`src/rtl/seq_detector_param.sv`:
```
// seq_detector_param: parametrised serial pattern detector with
// compare mask, overlap mode, valid qualifier and saturating counter.
module seq_detector_param #(
  parameter int PAT_LEN = 4,
  parameter int CNT_W   = 8,
  parameter int FILL_W  = $clog2(PAT_LEN+1)
) (
  input  logic               clk,
  input  logic               reset,
  input  logic               cfg_load,
  input  logic [PAT_LEN-1:0] cfg_pattern,
  input  logic [PAT_LEN-1:0] cfg_mask,
  input  logic               cfg_overlap,
  input  logic               in_valid,
  input  logic               input_bit,
  input  logic               clr_count,
  output logic               match,
  output logic [CNT_W-1:0]   match_count,
  output logic               sat,
  output logic [FILL_W-1:0]  fill
);

  localparam logic [FILL_W-1:0] FULL  = FILL_W'(PAT_LEN);
  localparam logic [FILL_W-1:0] ARMED = FILL_W'(PAT_LEN-1);

  logic [PAT_LEN-1:0] history;
  logic [PAT_LEN-1:0] pattern;
  logic [PAT_LEN-1:0] mask;
  logic               overlap;

  logic [PAT_LEN-1:0] window;
  logic               accept;
  logic               hit;

  logic [PAT_LEN-1:0] history_nxt;
  logic [FILL_W-1:0]  fill_nxt;
  logic [CNT_W-1:0]   cnt_nxt;
  logic               sat_nxt;

  assign accept = in_valid & ~cfg_load;
  assign window = {history[PAT_LEN-2:0], input_bit};

  // fill gate keeps stale zeros in history from completing a match
  assign hit = accept
            && (((window ^ pattern) & mask) == '0)
            && (fill >= ARMED);

  always_comb begin
    history_nxt = history;
    fill_nxt    = fill;
    unique case (1'b1)
      cfg_load: begin
        history_nxt = '0;
        fill_nxt    = '0;
      end
      accept: begin
        if (hit && !overlap) begin
          history_nxt = '0;
          fill_nxt    = '0;
        end else begin
          history_nxt = window;
          fill_nxt    = (fill == FULL) ? FULL : fill + 1'b1;
        end
      end
      default: ;
    endcase
  end

  // clear has priority over a same-cycle hit
  always_comb begin
    cnt_nxt = match_count;
    sat_nxt = sat;
    if (clr_count) begin
      cnt_nxt = '0;
      sat_nxt = 1'b0;
    end else begin
      if (hit && (match_count != '1))
        cnt_nxt = match_count + 1'b1;
      sat_nxt = sat | (cnt_nxt == '1);
    end
  end

  always_ff @(posedge clk or negedge reset) begin
    if (!reset) begin
      history     <= '0;
      pattern     <= '0;
      mask        <= '1;
      overlap     <= 1'b1;
      fill        <= '0;
      match       <= 1'b0;
      match_count <= '0;
      sat         <= 1'b0;
    end else begin
      if (cfg_load) begin
        pattern <= cfg_pattern;
        mask    <= cfg_mask;
        overlap <= cfg_overlap;
      end
      history     <= history_nxt;
      fill        <= fill_nxt;
      match       <= hit;
      match_count <= cnt_nxt;
      sat         <= sat_nxt;
    end
  end

endmodule

```
`config.mk`:
```
export PLATFORM = sky130hd
export DESIGN_NAME = seq_detector_param
export DESIGN_NICKNAME = d
export VERILOG_FILES = /design/src/rtl/seq_detector_param.sv
export SDC_FILE = /design/constraint.sdc
export NUM_CORES = 1
export LEC_CHECK = 0
export CAP_MARGIN = 10
export CORE_MARGIN = 2
export CORE_UTILIZATION = 40
export CTS_CLUSTER_SIZE = 8
export DETAILED_ROUTE_END_ITERATION = 10
export PLACE_DENSITY = 0.69
export SYNTH_ARGS = -nofsm -noshare
export SYNTH_HDL_FRONTEND = slang
export SYNTH_SLANG_ARGS = --single-unit
```
`constraint.sdc`:
```
create_clock -name clk -period 2.9 [get_ports clk]
set_input_delay 0.725 -clock clk [delete_from_list [all_inputs] [get_ports clk]]
set_output_delay 0.725 -clock clk [all_outputs]
set_load 0.02 [all_outputs]
```
### Word-level counts from Yosys, hierarchy flattened

Index checks and enable logic that the tools add are counted.

| word-level totals | value |
|---|---|
| register bits | 25 |
| output and inout port bits | 13 |

| cells by class | value |
|---|---|
| $add $sub $neg | 2 |
| magnitude comparators | 1 |
| equal/unequal tests | 3 |
| mux-type cells | 9 |
| bitwise gates (word level) | 5 |
| reductions and logical operators | 7 |

Operator list:

| cell | number |
|---|---|
| 8-bit two-way mux | 3 |
| 3-bit case mux with 2 select lines | 2 |
| 3-bit two-way mux | 3 |
| 8-bit by 1-bit adder with 8-bit output (second input constant) | 1 |
| 8-bit == test (second input constant) | 1 |
| 8-bit != test (second input constant) | 1 |
| 4-bit AND | 1 |
| 1-bit logical AND | 4 |
| 4-bit zero test | 1 |
| 4-bit bitwise XOR | 1 |
| 3-bit by 1-bit adder with 3-bit output (second input constant) | 1 |
| 3-bit == test (second input constant) | 1 |
| 3-bit by 2-bit >= comparator with 1-bit output (second input constant) | 1 |
| 2-bit nonzero test | 1 |
| 1-bit AND | 1 |
| 1-bit zero test | 1 |
| 1-bit two-way mux | 1 |
| 1-bit NOT | 1 |
| 1-bit bitwise OR | 1 |

### Depth between registers and ports, before layout

Gate-level depths: netlist of the first run.

| depth | value |
|---|---|
| word-level depth | 11 |
| gate-level depth with buffers | 10 |

### Worst setup path after synthesis of the first run

No wires, ideal clock.

| timing | value |
|---|---|
| path kind | input-to-reg |
| start | in cfg_load |
| end | reg sat |
| setup time | 101 ps |
| arrival | 2058 ps |
| data required time | 2799 ps |
| slack | 741 ps |
| stages on the path | 7 |
| path buffers | 1 |
| path through | and2b_2 -> o211ai_1 -> or3_1 -> buf_6 -> nor4_1 -> o311ai_1 -> o32ai_1 |

| on the way | value |
|---|---|
| word-level cells in the longest chain between the ends | 10 |

Ends and longest elaborated chain:

| item | RTL line | RTL |
|---|---|---|
| start, declared | 10 | `input logic cfg_load,` |
| 1-bit NOT | 40 | `assign accept = in_valid & ~cfg_load;` |
| 1-bit AND | 40 |  |
| 1-bit logical AND | 45 | `&& (((window ^ pattern) & mask) == '0)` |
| 1-bit logical AND | 46 | `&& (fill >= ARMED);` |
| 1-bit logical AND | 77 | `if (hit && (match_count != '1))` |
| 8-bit two-way mux | 77 |  |
| 8-bit two-way mux | 73 | `if (clr_count) begin` |
| 8-bit == test | 79 | `sat_nxt = sat \| (cnt_nxt == '1);` |
| 1-bit bitwise OR | 79 |  |
| 1-bit two-way mux | 73 |  |
| named net sat_nxt | 38 | `logic sat_nxt;` |
| end signal, assigned | 103 | `sat <= sat_nxt;` |
| end, declared | 19 | `output logic sat,` |

The timed path passes the listed nets, and every way through them passes these cells. The select of a mux whose other input is x is not followed.
A chain may end at the register's enable or synchronous reset.

### Worst setup path after layout of the first run

| timing | value |
|---|---|
| start | in input_bit |
| end | reg sat |

| on the way | value |
|---|---|
| word-level cells in the longest chain between the ends | 11 |

Ends and longest elaborated chain:

| item | RTL line | RTL |
|---|---|---|
| start, declared | 15 | `input logic input_bit,` |
| 4-bit bitwise XOR | 45 |  |
| 4-bit AND | 45 |  |
| 4-bit zero test | 45 |  |
| 1-bit logical AND | 45 |  |
| 1-bit logical AND | 46 |  |
| 1-bit logical AND | 77 |  |
| 8-bit two-way mux | 77 |  |
| 8-bit two-way mux | 73 |  |
| 8-bit == test | 79 |  |
| 1-bit bitwise OR | 79 |  |
| 1-bit two-way mux | 73 |  |
| named net sat_nxt | 38 |  |

The timed path passes the listed nets, and every way through them passes these cells. The select of a mux whose other input is x is not followed.

==> results of run 1 <==
[metrics by stage]
stage	instance area (um2)	total power [W]	setup WS, ns	std cells
global route	1680	0.000658	0.312	201
floorplan	1350	0.000433	0.741	127
detailed placement	1650	0.000478	0.127	197
global placement	1650	0.000474	0.221	197
CTS	1680	0.000633	0.464	201
finish	1680	0.000622	0.454	201
[cells by family after synthesis]
kind of cell    share of synthesized area
simple gates                        0.184
flops                               0.468
compound gates                      0.124
buf+inv                            0.0537
xor+xnor                           0.0584
mux                                0.0751
fa+ha+maj                          0.0371
[cell usage after synthesis, types with 2 or more instances]
cell type,instances
sky130_fd_sc_hd__nor2_1,9
sky130_fd_sc_hd__and2_2,3
sky130_fd_sc_hd__nor4_1,3
sky130_fd_sc_hd__dfrtp_1,20
sky130_fd_sc_hd__a21oi_1,3
sky130_fd_sc_hd__nor2b_1,3
sky130_fd_sc_hd__a22o_1,4
sky130_fd_sc_hd__nand4_1,4
sky130_fd_sc_hd__o21ai_0,3
sky130_fd_sc_hd__xor2_1,8
sky130_fd_sc_hd__dfstp_2,5
sky130_fd_sc_hd__or3_1,2
sky130_fd_sc_hd__ha_1,4
sky130_fd_sc_hd__inv_1,6
sky130_fd_sc_hd__nand3_1,5
sky130_fd_sc_hd__nand2_1,10
sky130_fd_sc_hd__mux2_2,9
[metal layers]
layer  share of wire  vias to the layer above  wire (um)  GRT usage
met5               0                        -          0          0
met1            0.43                      521       1170      0.183
met4          0.0048                        0         13     0.0486
met2            0.52                       22       1420      0.295
met3           0.043                        2        117     0.0186
li1                -                      514          -          -
[cells in the final DEF (no fill, tap or decap), types with 2 or more instances in the layout]
| cell | count |
|---|---|
| sky130_fd_sc_hd__a21oi_1 | 3 |
| sky130_fd_sc_hd__a22o_1 | 4 |
| sky130_fd_sc_hd__and2_2 | 3 |
| sky130_fd_sc_hd__buf_4 | 2 |
| sky130_fd_sc_hd__clkbuf_4 | 3 |
| sky130_fd_sc_hd__clkdlybuf4s50_1 | 27 |
| sky130_fd_sc_hd__dfrtp_1 | 20 |
| sky130_fd_sc_hd__dfstp_2 | 5 |
| sky130_fd_sc_hd__ha_1 | 4 |
| sky130_fd_sc_hd__inv_1 | 6 |
| sky130_fd_sc_hd__mux2_2 | 9 |
| sky130_fd_sc_hd__nand2_1 | 10 |
| sky130_fd_sc_hd__nand3_1 | 5 |
| sky130_fd_sc_hd__nand4_1 | 4 |
| sky130_fd_sc_hd__nor2_1 | 9 |
| sky130_fd_sc_hd__nor2b_1 | 3 |
| sky130_fd_sc_hd__nor4_1 | 3 |
| sky130_fd_sc_hd__o21ai_0 | 3 |
| sky130_fd_sc_hd__or3_1 | 2 |
| sky130_fd_sc_hd__xor2_1 | 8 |
[worst register-to-register path, stage by stage (launching register included)]
cell,delay (ns)
sky130_fd_sc_hd__dfrtp_1,0.46
sky130_fd_sc_hd__ha_1,0.22
sky130_fd_sc_hd__ha_1,0.18
sky130_fd_sc_hd__a211o_1,0.28
sky130_fd_sc_hd__o211ai_1,0.13
sky130_fd_sc_hd__or3_1,0.34
sky130_fd_sc_hd__clkinv_4,0.15
sky130_fd_sc_hd__nand2_1,0.14
sky130_fd_sc_hd__a31oi_1,0.11
sky130_fd_sc_hd__o32ai_1,0.29
[cell type report]
type                            count  share of cell area
Inverter                            7              0.0186
Timing Repair Buffer               29               0.170
Tap cell                           46              0.0343
Multi-Input combinational cell     90               0.385
Sequential cell                    25               0.377
Clock buffer                        4              0.0157
[flip-flops by register name, summed over array words and instances, names as in the netlist]
register / flops
match_count: 8
mask: 4
pattern: 4
fill: 3
history: 3
match: 1
overlap: 1
sat: 1
[power by group]
group	switching (W)	leakage [nW]	total (W)	internal, W
clock	0.0000988	0.0150	0.000152	0.0000536
sequential	0.0000125	0.321	0.000383	0.000371
combinational	0.0000376	0.371	0.0000863	0.0000487
total	0.000149	0.707	0.000622	0.000473
[worst max-delay path by stage]
stage | endpoint | slack (ns) | depth (start not counted)
5_1_grt | sat$_DFF_PN0_ | 0.31 | 9
3_3_place_gp | sat$_DFF_PN0_ | 0.22 | 7
2_1_floorplan | sat$_DFF_PN0_ | 0.74 | 7
6_report | sat$_DFF_PN0_ | 0.45 | 7
3_5_place_dp | sat$_DFF_PN0_ | 0.13 | 7
4_1_cts | sat$_DFF_PN0_ | 0.46 | 7
==> results.md, run 1 <==
Floorplanning:
- The core box area is 3280 um2.
- For this configuration, the core starts out at a cell density of 0.411.
- During I/O placement, the number of pins put on the boundary was 28.
- The floorplan has 21 rows.
- The die span in y is 62.1 um.
- The die covers around 3900 um2.
- The width of the chip is 62.1 um.

Setup path:
- For flop-to-flop paths, the worst setup slack is 0.51 ns.
- The critical path start-end classification is input port to flop.
- The logic depth of the worst register-to-register path is 9.
- The slowest stage of the critical path is the sky130_fd_sc_hd__clkdlybuf4s50_1 cell.
- The top cell family by delay on the critical path is compound AO/OA/AOI/OAI gates.
- The signal on the critical path passes through clkdlybuf4s50_1 -> xnor2_1 -> o211ai_1 -> or3_1 -> o41ai_1 -> a311oi_1 -> o32ai_1.
- The capturing element type of the critical path is a flop.
- The endpoint of the worst-slack reg-to-reg timing path is sat$_DFF_PN0_.
- The critical path's largest stage delay is 0.50 ns.
- Data on the critical path arrives at its endpoint at about 2.7 ns.
- The data required time at the worst endpoint is approximately 3.1 ns.
- The startpoint of the lowest-slack register-to-register path is fill[0]$_DFFE_PN0P_.
- In this run the worst setup path begins at input_bit.
- STA classifies the critical path startpoint as an input port.
- Of all nets on the critical path, the largest fanout is 8.
- The number of buffers and inverters on the critical path is 1.

CTS:
- Clock tree synthesis selected as its root buffer the cell sky130_fd_sc_hd__clkbuf_4.
- In this run the deepest clock path goes through 2 buffers.
- In this run the number of H-tree levels came out at 1.
- Clock-pin slew was measured on the worst setup and hold paths at between 0.1 and 0.15 ns.
- The clock insertion delay at the later pin of the skew report is approximately 0.31 ns.
- The number of instances resized during post-cts repair is 0.
- The post-CTS repair timing setup buffer count is 0.
- The number of CTS-inserted buffers is 3.
- The clock sink total is 25.
- The TritonCTS clock tree is built.
- The quantity of hold-fixing buffers added after cts is 0.

Placement:
- The placer congestion estimate is 0.745.
- The count of buffers inserted at the top-level ports is 27.
- Detailed placement finished with a half-perimeter wire length of 2110 um.

STA:
- The final-layout setup total negative slack is 0 ns.
- The worst hold-check slack is between 0.5 and 0.6 ns.
- The achievable frequency is around 410 MHz.
- Clock skew on the completed layout was measured at approximately 0.0019 ns.
- The worst path in the final design needs a cycle of between 2 and 2.5 ns, including I/O delays and setup.
- Setup repair after global routing left no endpoint under its margin.
- For the pin with the worst max-slew slack, the measured transition is just under 0.4 ns.
- The number of setup violations in the final report is 0.
- The count of final hold-check violations was 0.
- The share of the clock period used by the worst path is 0.844.
- The count of final max-slew check failures is 0.
- The worst pin sits at a relative slew slack of 0.735.

Routing:
- The total via count after detailed routing is ~1100.
- The number of design rule violations left after detail routing is 0.
- The number of iterations in the first detailed-routing pass is 4.
- The routed wire length is roughly 2700 um.
- The count of nets left with antenna violations once routing finished came out at 0.
- In the routed layout, each cell is associated on average with a via count of around 5.3.
- In the final routed layout, each cell accounts on average for between 10 and 15 um.
- The initial detailed-routing violation count is 41.

Logic synthesis:
- Synthesis inferred 25 register bits.
- In the synthesized netlist, the number of instances is about 130.
- Each instance of the synthesized netlist takes up on average about 11 um2.
- The fraction of post-synthesis cell area in the top cell type by area is 0.371.
- The count of different cell masters after synthesis is 43.
- The synthesized design contains 0 enable-type register cells.
- Summing every instance area after synthesis gives between 1000 and 1500 um2.
- Ranked by total cell area, the synthesized netlist is headed by sky130_fd_sc_hd__dfrtp_1 (37%), sky130_fd_sc_hd__dfstp_2 (9.7%), sky130_fd_sc_hd__mux2_2 (7.5%), sky130_fd_sc_hd__xor2_1 (5.2%), sky130_fd_sc_hd__ha_1 (3.7%).
- In the synthesized netlist the async set-or-reset flop fraction comes to 1.00.
- The Yosys step of the flow raised 0 warnings.
- For this run, the leading register cell type out of synthesis is sky130_fd_sc_hd__dfrtp_1.
- The share of synthesized area occupied by flip-flops and latches is 0.468.
- The largest area contributor in the synthesized netlist is sky130_fd_sc_hd__dfrtp_1.
- The post-synth net total is around 150.

Global routing:
- The via count of the first global-routing pass was 1057.
- The overall global routing resource usage is 0.157.
- For this run the aggregate overflow at the end of global routing stands at 0.
- The number of antenna violations at the first check in global routing is 0.
- Entering global routing, the biggest net connects 26 pins.
- The global-route wire length before repair is roughly 4500 um.

Min path:
- The destination of the worst hold path is mask[0]$_DFFE_PN1P_.
- The kind of path behind the tightest hold check is flop to flop.
- The hold path depth is 2.
- The startpoint identified for the worst hold timing path is mask[0]$_DFFE_PN1P_.

Flow run:
- The number of max-cap violations is 0.

Power and ir drop:
- The maximum vdd ir drop is between 200 and 250 uV.
- In this run the power density over the cells is ~370 nW/um2.
- For this design the static power due to leakage is about 0.71 nW.

Run status:
- The flow ran to the end, and the final reports show no timing, DRC or antenna violations.

Final layout:
- In the final layout, the share of cells above drive strength 1 is 0.155.
- 0 antenna diodes ended up in the layout.
- Summing all multi-input logic gate instances after layout gives about 650 um2.
- The end-of-flow core utilization is 0.511.
- From synthesis to final layout, the design area changed by 24.3%.
- The register area is between 600 and 700 um2.
- The net count of the finished layout is roughly 180.
- The filler cells instantiated in the layout total between 300 and 400.
(Power assumes the default switching activity.)
==> run 2: changes to the inputs <==
--- a/config.mk
+++ b/config.mk
@@ -10,7 +10,7 @@
 export CORE_UTILIZATION = 40
 export CTS_CLUSTER_SIZE = 8
 export DETAILED_ROUTE_END_ITERATION = 10
-export PLACE_DENSITY = 0.69
+export PLACE_DENSITY = 0.71
 export SYNTH_ARGS = -nofsm -noshare
 export SYNTH_HDL_FRONTEND = slang
 export SYNTH_SLANG_ARGS = --single-unit
==> constraint.sdc (replaced) <==
create_clock -name clk -period 2.1 [get_ports clk]
set_input_delay 0.525 -clock clk [delete_from_list [all_inputs] [get_ports clk]]
set_output_delay 0.525 -clock clk [all_outputs]
set_load 0.02 [all_outputs]
==> run 2 against run 1 <==
  * The run now ends with negative setup slack left
  * First-iteration DRC count increased by 2.4%
  * Largest cell class unchanged
  * Total power is 42% higher
  * Global-route usage increased by 2.4 points
  * Clock power rose by 44%
  * Die area unchanged
  * Non-clock buffer count rose by 13
==> results.md, run 2 (same netlist as run 1, synthesis figures left out) <==
Routing:
- The via density per instance is between 5 and 6.
- For this run, design rule violations remaining after detail routing come to 0.
- The routed wire length is 3330 um.
- The detailed router placed approximately 1200 vias in this run.
- Dividing the detail-routed wire length by the instance count gives 15.6 um.
- The initial detailed-routing violation count is 42.
- The first detailed-routing pass ran for 4 iterations.
- Once detail routing completed, the nets flagged for antenna violations numbered 0.

Setup path:
- The worst setup path is of the flop to flop kind.
- The highest net fanout along the worst path is 8.
- The startpoint of the lowest-slack register-to-register path is fill[0]$_DFFE_PN0P_.
- The launching instance or port of the critical path is fill[0]$_DFFE_PN0P_.
- The critical path data arrival time is between 2 and 2.5 ns.
- Data on the critical path is required at its endpoint by approximately 2.3 ns.
- The capturing element type of the critical path is a flop.
- The worst register-to-register path ends at sat$_DFF_PN0_.
- For flop-to-flop paths, the worst setup slack is -0.11 ns.
- The category of the worst setup path launch point is a flop.
- Counting cells, the worst reg-to-reg path comes to 9.

Min path:
- The startpoint identified for the worst hold timing path is input_bit.
- Along the worst hold path, the cell count comes to 2.
- The destination of the worst hold path is history[0]$_DFFE_PN0P_.
- The path class of the tightest hold or removal check is input port to flop.

Flow run:
- The tool flagged a number of max-cap violations equal to 0.

Power and ir drop:
- The combinational group share of total power is 0.155.
- Of the total power, the share spent switching nets is 0.254.
- Power spread over the standard cell area amounts to between 400 and 500 nW/um2.
- The part of the total power dissipated in sequential elements is 0.598.
- The power after layout is 0.000885 W.
- IR analysis of the VDD net gives a maximum drop of around 290 uV.
- The internal power is ~0.00066 W.
- For this design the total switching power over the nets is ~0.00022 W.
- For this design the static power due to leakage is roughly 0.80 nW.
- The clock network fraction of design power is 0.247.

Final layout:
- The largest registers in the layout are match_count x8, mask x4, pattern x4.
- The ratio of cells with drive above 1 in the final layout is 0.292.
- The number of antenna diodes in the final layout is 0.
- match_count holds more flip-flops than any other register.
- The area growth from synthesis to layout is 37.9%.
- The filler cell count is between 300 and 400.
- At the end of the flow, the number of nets in the layout was between 150 and 200.
- The top cell types in the final layout, fill and taps aside, are sky130_fd_sc_hd__clkdlybuf4s50_1 (24), sky130_fd_sc_hd__dfrtp_1 (17), sky130_fd_sc_hd__buf_4 (13).
- The register with the most flip-flops in the layout has 8 of them.
- Once layout is complete, the utilization of the core stands at 0.567.
- The library cell used most frequently in the layout, excluding fill and tap cells, is sky130_fd_sc_hd__clkdlybuf4s50_1.

Placement:
- The count of buffers inserted at the top-level ports is 27.
- At the placement stage, the worst setup path has a slack of -0.466 ns.
- Summed over all nets, the half-perimeter wirelength after detailed placement is approximately 2300 um.
- The placer congestion estimate is approximately 0.85.

CTS:
- The number of H-tree levels is 1.
- The number of CTS-inserted buffers is 3.
- The clock insertion delay at the later pin of the skew report is 0.32 ns.
- The clock-pin slew on the worst setup and hold paths is roughly 0.14 ns.
- The cell at the root of the clock tree is sky130_fd_sc_hd__clkbuf_4.
- Clock tree synthesis found a total of 25 sinks.
- The quantity of hold-fixing buffers added after cts is 0.
- The maximum clock insertion buffer count is 2.
- TritonCTS built the clock tree.

STA:
- Dividing the final minimum period by the clock period gives 1.05.
- The count of final hold-check violations is 0.
- For this run, the top clock speed supported by timing is around 450 MHz.
- Clock skew on the completed layout was measured at roughly 0.0028 ns.
- The relative max-transition margin is 0.722.
- The count of final max-slew check failures is 0.
- The measured slew at the worst slew-check pin is between 0.4 and 0.5 ns.
- In the post-route analysis, the smallest setup slack over all paths is -0.106 ns.
- Setup violations remaining at the end of the flow were counted as 1.
- The minimum clock period after layout is roughly 2.2 ns.
- Setup repair after global routing could not meet its margin everywhere.

Floorplanning:
- The die covers slightly below 4000 um2.
- In this run the count of I/O pins placed on the die edge is 28.
- The width of the chip is between 60 and 70 um.
- The count of standard-cell rows is 21.
- The core box area is approximately 3300 um2.
- For this configuration, the core starts out at a cell density of 0.411.
- The die span in y is 62.1 um.

Global routing:
- In the global route stage, overall resource usage came out at 0.181.
- The largest net degree at the start of global routing is 26.
- The via count of the first global-routing pass is between 1000 and 1500.
- The global-route wire length before repair is just over 5000 um.
- The number of antenna violations at the first check in global routing was 0.
- The total overflow left after global routing is 0.

Run status:
- The checks that failed: negative setup slack.
- The flow ran to the end, but the final reports show violations.
==> run 2: how the worst max path moves through the flow <==
stage | end | slack [ns] | cells past startpoint
4_1_cts | sat$_DFF_PN0_ | -0.003 | 7
5_1_grt | sat$_DFF_PN0_ | -0.19 | 9
6_report | sat$_DFF_PN0_ | -0.11 | 9
3_5_place_dp | sat$_DFF_PN0_ | -0.47 | 7
2_1_floorplan | sat$_DFF_PN0_ | 0.04 | 9
3_3_place_gp | sat$_DFF_PN0_ | -0.37 | 7
==> run 2: repair_timing <==
action / in CTS / in global routing
endpoints found under the setup margin: 11 / 9
resized for setup: 4 / 13
hold endpoints to repair: 0 / 0
buffers inserted: 0 / 3
pin swaps: 0 / 9
==> run 2: power by group through the flow <==
stage	Combinational (W)	Clock [W]	Sequential, W
after CTS	0.000136	0.000225	0.000527
after global placement	0.000129	0	0.000535
after floorplan	0.0000582	0	0.000540
final	0.000137	0.000219	0.000529
after global routing	0.000150	0.000245	0.000533
after detailed placement	0.000133	0	0.000536
==> run 2: worst max-delay path, stage by stage (launching register included) <==
cell and delay [ns]:
sky130_fd_sc_hd__dfrtp_2 0.42, sky130_fd_sc_hd__ha_4 0.14, sky130_fd_sc_hd__ha_4 0.11, sky130_fd_sc_hd__a211o_1 0.11, sky130_fd_sc_hd__o211ai_1 0.11, sky130_fd_sc_hd__or3_4 0.46
sky130_fd_sc_hd__buf_6 0.15, sky130_fd_sc_hd__o41ai_2 0.23, sky130_fd_sc_hd__a311oi_1 0.09, sky130_fd_sc_hd__o32ai_1 0.28
==> run 2: metal layers <==
| metal | global-route usage | wire length (um) | vias up |
|---|---|---|---|
| li1 | - | - | 538 |
| met1 | 0.213 | 1340 | 573 |
| met2 | 0.336 | 1800 | 43 |
| met3 | 0.0186 | 157 | 6 |
| met4 | 0.0669 | 35 | 0 |
| met5 | 0 | 0 | - |
==> run 2: final cells by class <==
class	count	area (um2)	share of cell area
clock buffer	3	22.5	0.0121
clock inverter	1	5.00	0.00269
inverter	7	31.3	0.0168
multi-input combinational	90	712	0.382
sequential	25	636	0.341
tap	46	57.6	0.0309
timing repair buffer	42	398	0.214
==> run 2: through the flow <==
stage,setup TNS [ns],hold WS [ns],cells,cell area (um2)
after detailed placement,-4.60,0.486,208,1740
after CTS,-0.00341,0.505,212,1790
final,-0.106,0.478,214,1860
after floorplan,0,0.229,127,1350
after global placement,-3.47,0.481,208,1740
after global routing,-0.261,0.489,214,1860
==> run 3: changes to the inputs <==
--- a/config.mk
+++ b/config.mk
@@ -10,6 +10,7 @@
 export CORE_UTILIZATION = 40
 export CTS_CLUSTER_SIZE = 8
 export DETAILED_ROUTE_END_ITERATION = 10
+export HOLD_SLACK_MARGIN = 0.05
 export PLACE_DENSITY = 0.71
 export SYNTH_ARGS = -nofsm -noshare
 export SYNTH_HDL_FRONTEND = slang
==> constraint.sdc (replaced) <==
create_clock -name clk -period 2 [get_ports clk]
set_input_delay 0.5 -clock clk [delete_from_list [all_inputs] [get_ports clk]]
set_output_delay 0.5 -clock clk [all_outputs]
set_load 0.02 [all_outputs]
==> run 3 against run 2 <==
  * The run still ends with negative setup slack left
  * Clock power barely moved
  * Via count fell by 0.17%
  * Total power rose by 4.7%
  * Flip-flop and latch count did not move
  * Setup slack improved by 0.078 ns
  * First-iteration DRC count fell by 7.1%
  * Sequential share of layout area fell by 0.54 points
  * Combinational power rose by 10%
  * Final cell count rose by 2.3%
  * Utilization rose by 1.0 points
  * Fmax rose by 8.8%
  * Critical path type unchanged
  * Highest routed layer unchanged
==> results.md, run 3 (same netlist as run 1, synthesis figures left out) <==
Setup path:
- The highest net fanout along the worst path is 8.
- STA classifies the critical path startpoint as a flop.
- The data required time at the worst endpoint is 2.21 ns.
- The critical path is of the flop to flop type.
- The capturing element type of the critical path is a flop.
- STA puts the critical path data arrival time at ~2.2 ns.
- Counting cells, the worst reg-to-reg path comes to 6.
- Across all register-to-register paths, the minimum setup slack is -0.03 ns.

Routing:
- The number of routed nets with antenna violations is 0.
- For this run, the detailed router's first-pass iteration total came to 4.
- The total via count after detailed routing is approximately 1200.
- The initial detailed-routing violation count is 39.
- The number of design rule violations left after detail routing is 0.
- The routed wire length is between 2000 and 3000 um.
- After detailed routing, the number of vias per cell comes to roughly 5.3.
- In the final routed layout, each cell accounts on average for 13.7 um.

Final layout:
- The flip-flop count of the largest register, all copies and words added is 8.
- The post-layout net count is 193.
- The ratio of cells with drive above 1 in the final layout is 0.329.
- Leaving out fill and tap cells, the most frequent cells in the layout are sky130_fd_sc_hd__clkdlybuf4s50_1 (20), sky130_fd_sc_hd__buf_4 (18), sky130_fd_sc_hd__dfrtp_1 (16).
- The repair_antennas step left the layout with diodes totalling 0.
- The leading cell type in the layout, fill and taps excluded is sky130_fd_sc_hd__clkdlybuf4s50_1.
- The multi-input combinational cells in the finished layout cover a total of between 700 and 800 um2.
- The register area is roughly 640 um2.
- The area added between synthesis and finish is 40.4%.
- Ranked by flip-flop count, first place goes to match_count.
- The filler cell count is between 300 and 400.
- The largest registers in the layout are match_count x8, mask x4, pattern x4.
- The final non-filler cell total is approximately 220.
- Measured on the finished design, the core utilization comes to 0.577.
- Summing all non-filler instances in the final layout gives an area of between 1500 and 2000 um2.

Floorplanning:
- The die is 62.1 um tall.
- The core box area is 3280 um2.
- The width of the chip is 62.1 um.
- The floorplan step defined a die boundary enclosing slightly below 4000 um2.
- In this run the count of I/O pins placed on the die edge is 28.
- The floorplan has 21 rows.
- The starting utilization of the core area is 0.411.

Global routing:
- The number of antenna violations at the first check in global routing is 0.
- The first global-routing pass estimated about 4900 um of wire.
- The via count of the first global-routing pass is 1143.
- The overall global routing resource usage is 0.172.
- The largest net degree at the start of global routing is 26.
- After global routing the overflow that remains totals 0.

CTS:
- The TritonCTS clock tree is built.
- The later pin in the worst-skew pair is clocked with a latency of 0.31 ns.
- No sink is reached through more buffers than the 2 on the longest clock path.
- Clock-pin slew was measured on the worst setup and hold paths at 0.14 ns.
- The quantity of hold-fixing buffers added after cts is 0.
- In this run the clock root is driven by a sky130_fd_sc_hd__clkbuf_4.
- The clock sink total is 25.
- TritonCTS created 3 clock buffers.
- In this run the number of H-tree levels came out at 1.

Flow run:
- The number of max-cap violations is 0.

Power and ir drop:
- The part of the total power dissipated in sequential elements is 0.599.
- The share of total power consumed by net switching is 0.246.
- The combinational group share of total power is 0.163.
- Of the total power, the clock network draws 0.238.
- In this run the power spent charging and discharging nets is ~0.00023 W.
- Cell internal power was estimated by the tool at roughly 0.00070 W.
- The maximum vdd ir drop is ~360 uV.
- The power density normalized to cell area is slightly below 500 nW/um2.
- Summed over all cells, the static leakage comes to 0.864 nW.

STA:
- Of the available clock period, the critical path in the final layout requires 1.01.
- The relative max-transition margin is 0.739.
- For the pin with the worst max-slew slack, the measured transition is 0.389 ns.
- Once routing completed, OpenROAD measured the worst setup slack at -0.0279 ns.
- The achievable frequency is 493 MHz.
- Setup repair after global routing could not meet its margin everywhere.
- The count of final max-slew check failures is 0.
- Subtracting the final worst setup slack from the clock period gives 2.03 ns.
- Hold is met by between 0.4 and 0.5 ns.
- The count of final hold-check violations is 0.
- Setup violations remaining at the end of the flow were counted as 1.
- Across the routed clock network, the largest skew measured is approximately 0.0076 ns.

Placement:
- Once placement completed, the tool counted placed cells totaling ~210.
- The count of buffers inserted at the top-level ports is 27.
- The pre-CTS setup slack is -0.542 ns.
- The placed wire-length estimate is 2220 um.
- The congestion estimate from routability-driven global placement came to approximately 0.85.
- The cell area after placement is around 1800 um2.

Min path:
- The hold path depth is 2.
- The min-delay analysis places its worst path in the category flop to flop.

Run status:
- The run finished, with violations left.
- The final reports fail on negative setup slack.
[run 3: changes by cell type in the layout (fill, tap and decap cells not counted), sizes merged]
cell | before | now
clkdlybuf4s50 | 24 | 20
dlygate4sd2 | 0 | 4
buf | 15 | 20
[run 3: final cells by class]
| cell class | count | share of cell area |
|---|---|---|
| clock inverters | 1 | 0.00264 |
| inverters | 7 | 0.0165 |
| repair buffers | 47 | 0.227 |
| clock buffers | 3 | 0.0119 |
| flip-flops and latches | 25 | 0.336 |
| multi-input cells | 90 | 0.376 |
| well taps | 46 | 0.0304 |
[run 3: per-stage QoR]
| stage | total power, W | TNS [ns] |
|---|---|---|
| 2_1_floorplan | 0.000629 | -0.0574 |
| 4_1_cts | 0.000944 | -0.0537 |
| 3_3_place_gp | 0.000706 | -4.73 |
| 6_report | 0.000926 | -0.0279 |
| 5_1_grt | 0.000979 | -0.460 |
| 3_5_place_dp | 0.000712 | -5.57 |
[run 3: routing by layer]
metal  vias to the layer above  track usage  part of all wire  routed length (um)
met1                       562        0.208              0.42                1260
met5                         -            0                 0                   0
met3                         8       0.0186             0.045                 135
met4                         0       0.0881             0.021                  64
li1                        552            -                 -                   -
met2                        36        0.302              0.51                1540
[run 3: what timing repair did]
| action | CTS | global route |
|---|---|---|
| setup endpoints to repair | 16 | 15 |
| pin swaps | 11 | 7 |
| buffers inserted | 1 | 1 |
| gates resized for setup | 14 | 9 |
[run 3: power groups by stage]
stage | registers (W) | clock network (W) | logic, W
6_report | 0.000555 | 0.000220 | 0.000151
3_5_place_dp | 0.000562 | 0 | 0.000150
3_3_place_gp | 0.000561 | 0 | 0.000145
4_1_cts | 0.000555 | 0.000236 | 0.000153
5_1_grt | 0.000558 | 0.000254 | 0.000167
2_1_floorplan | 0.000568 | 0 | 0.0000611
[run 3: path summary, 6_finish.rpt]
kind | from | to
max | pattern[3]$_DFFE_PN0P_ | sat$_DFF_PN0_
min | mask[0]$_DFFE_PN1P_ | mask[0]$_DFFE_PN1P_
max reg2reg | pattern[3]$_DFFE_PN0P_ | sat$_DFF_PN0_
min in group asynchronous | reset | sat$_DFF_PN0_
max in group asynchronous | reset | mask[0]$_DFFE_PN1P_
min reg2reg | mask[0]$_DFFE_PN1P_ | mask[0]$_DFFE_PN1P_
[run 3: worst max-delay path, cell delays in order (launching register included)]
cell and delay, ns:
sky130_fd_sc_hd__dfrtp_1 0.42, sky130_fd_sc_hd__xor2_1 0.16, sky130_fd_sc_hd__a22o_1 0.25, sky130_fd_sc_hd__or3_4 0.46
sky130_fd_sc_hd__o211a_1 0.23, sky130_fd_sc_hd__o311ai_1 0.26, sky130_fd_sc_hd__o32ai_1 0.13
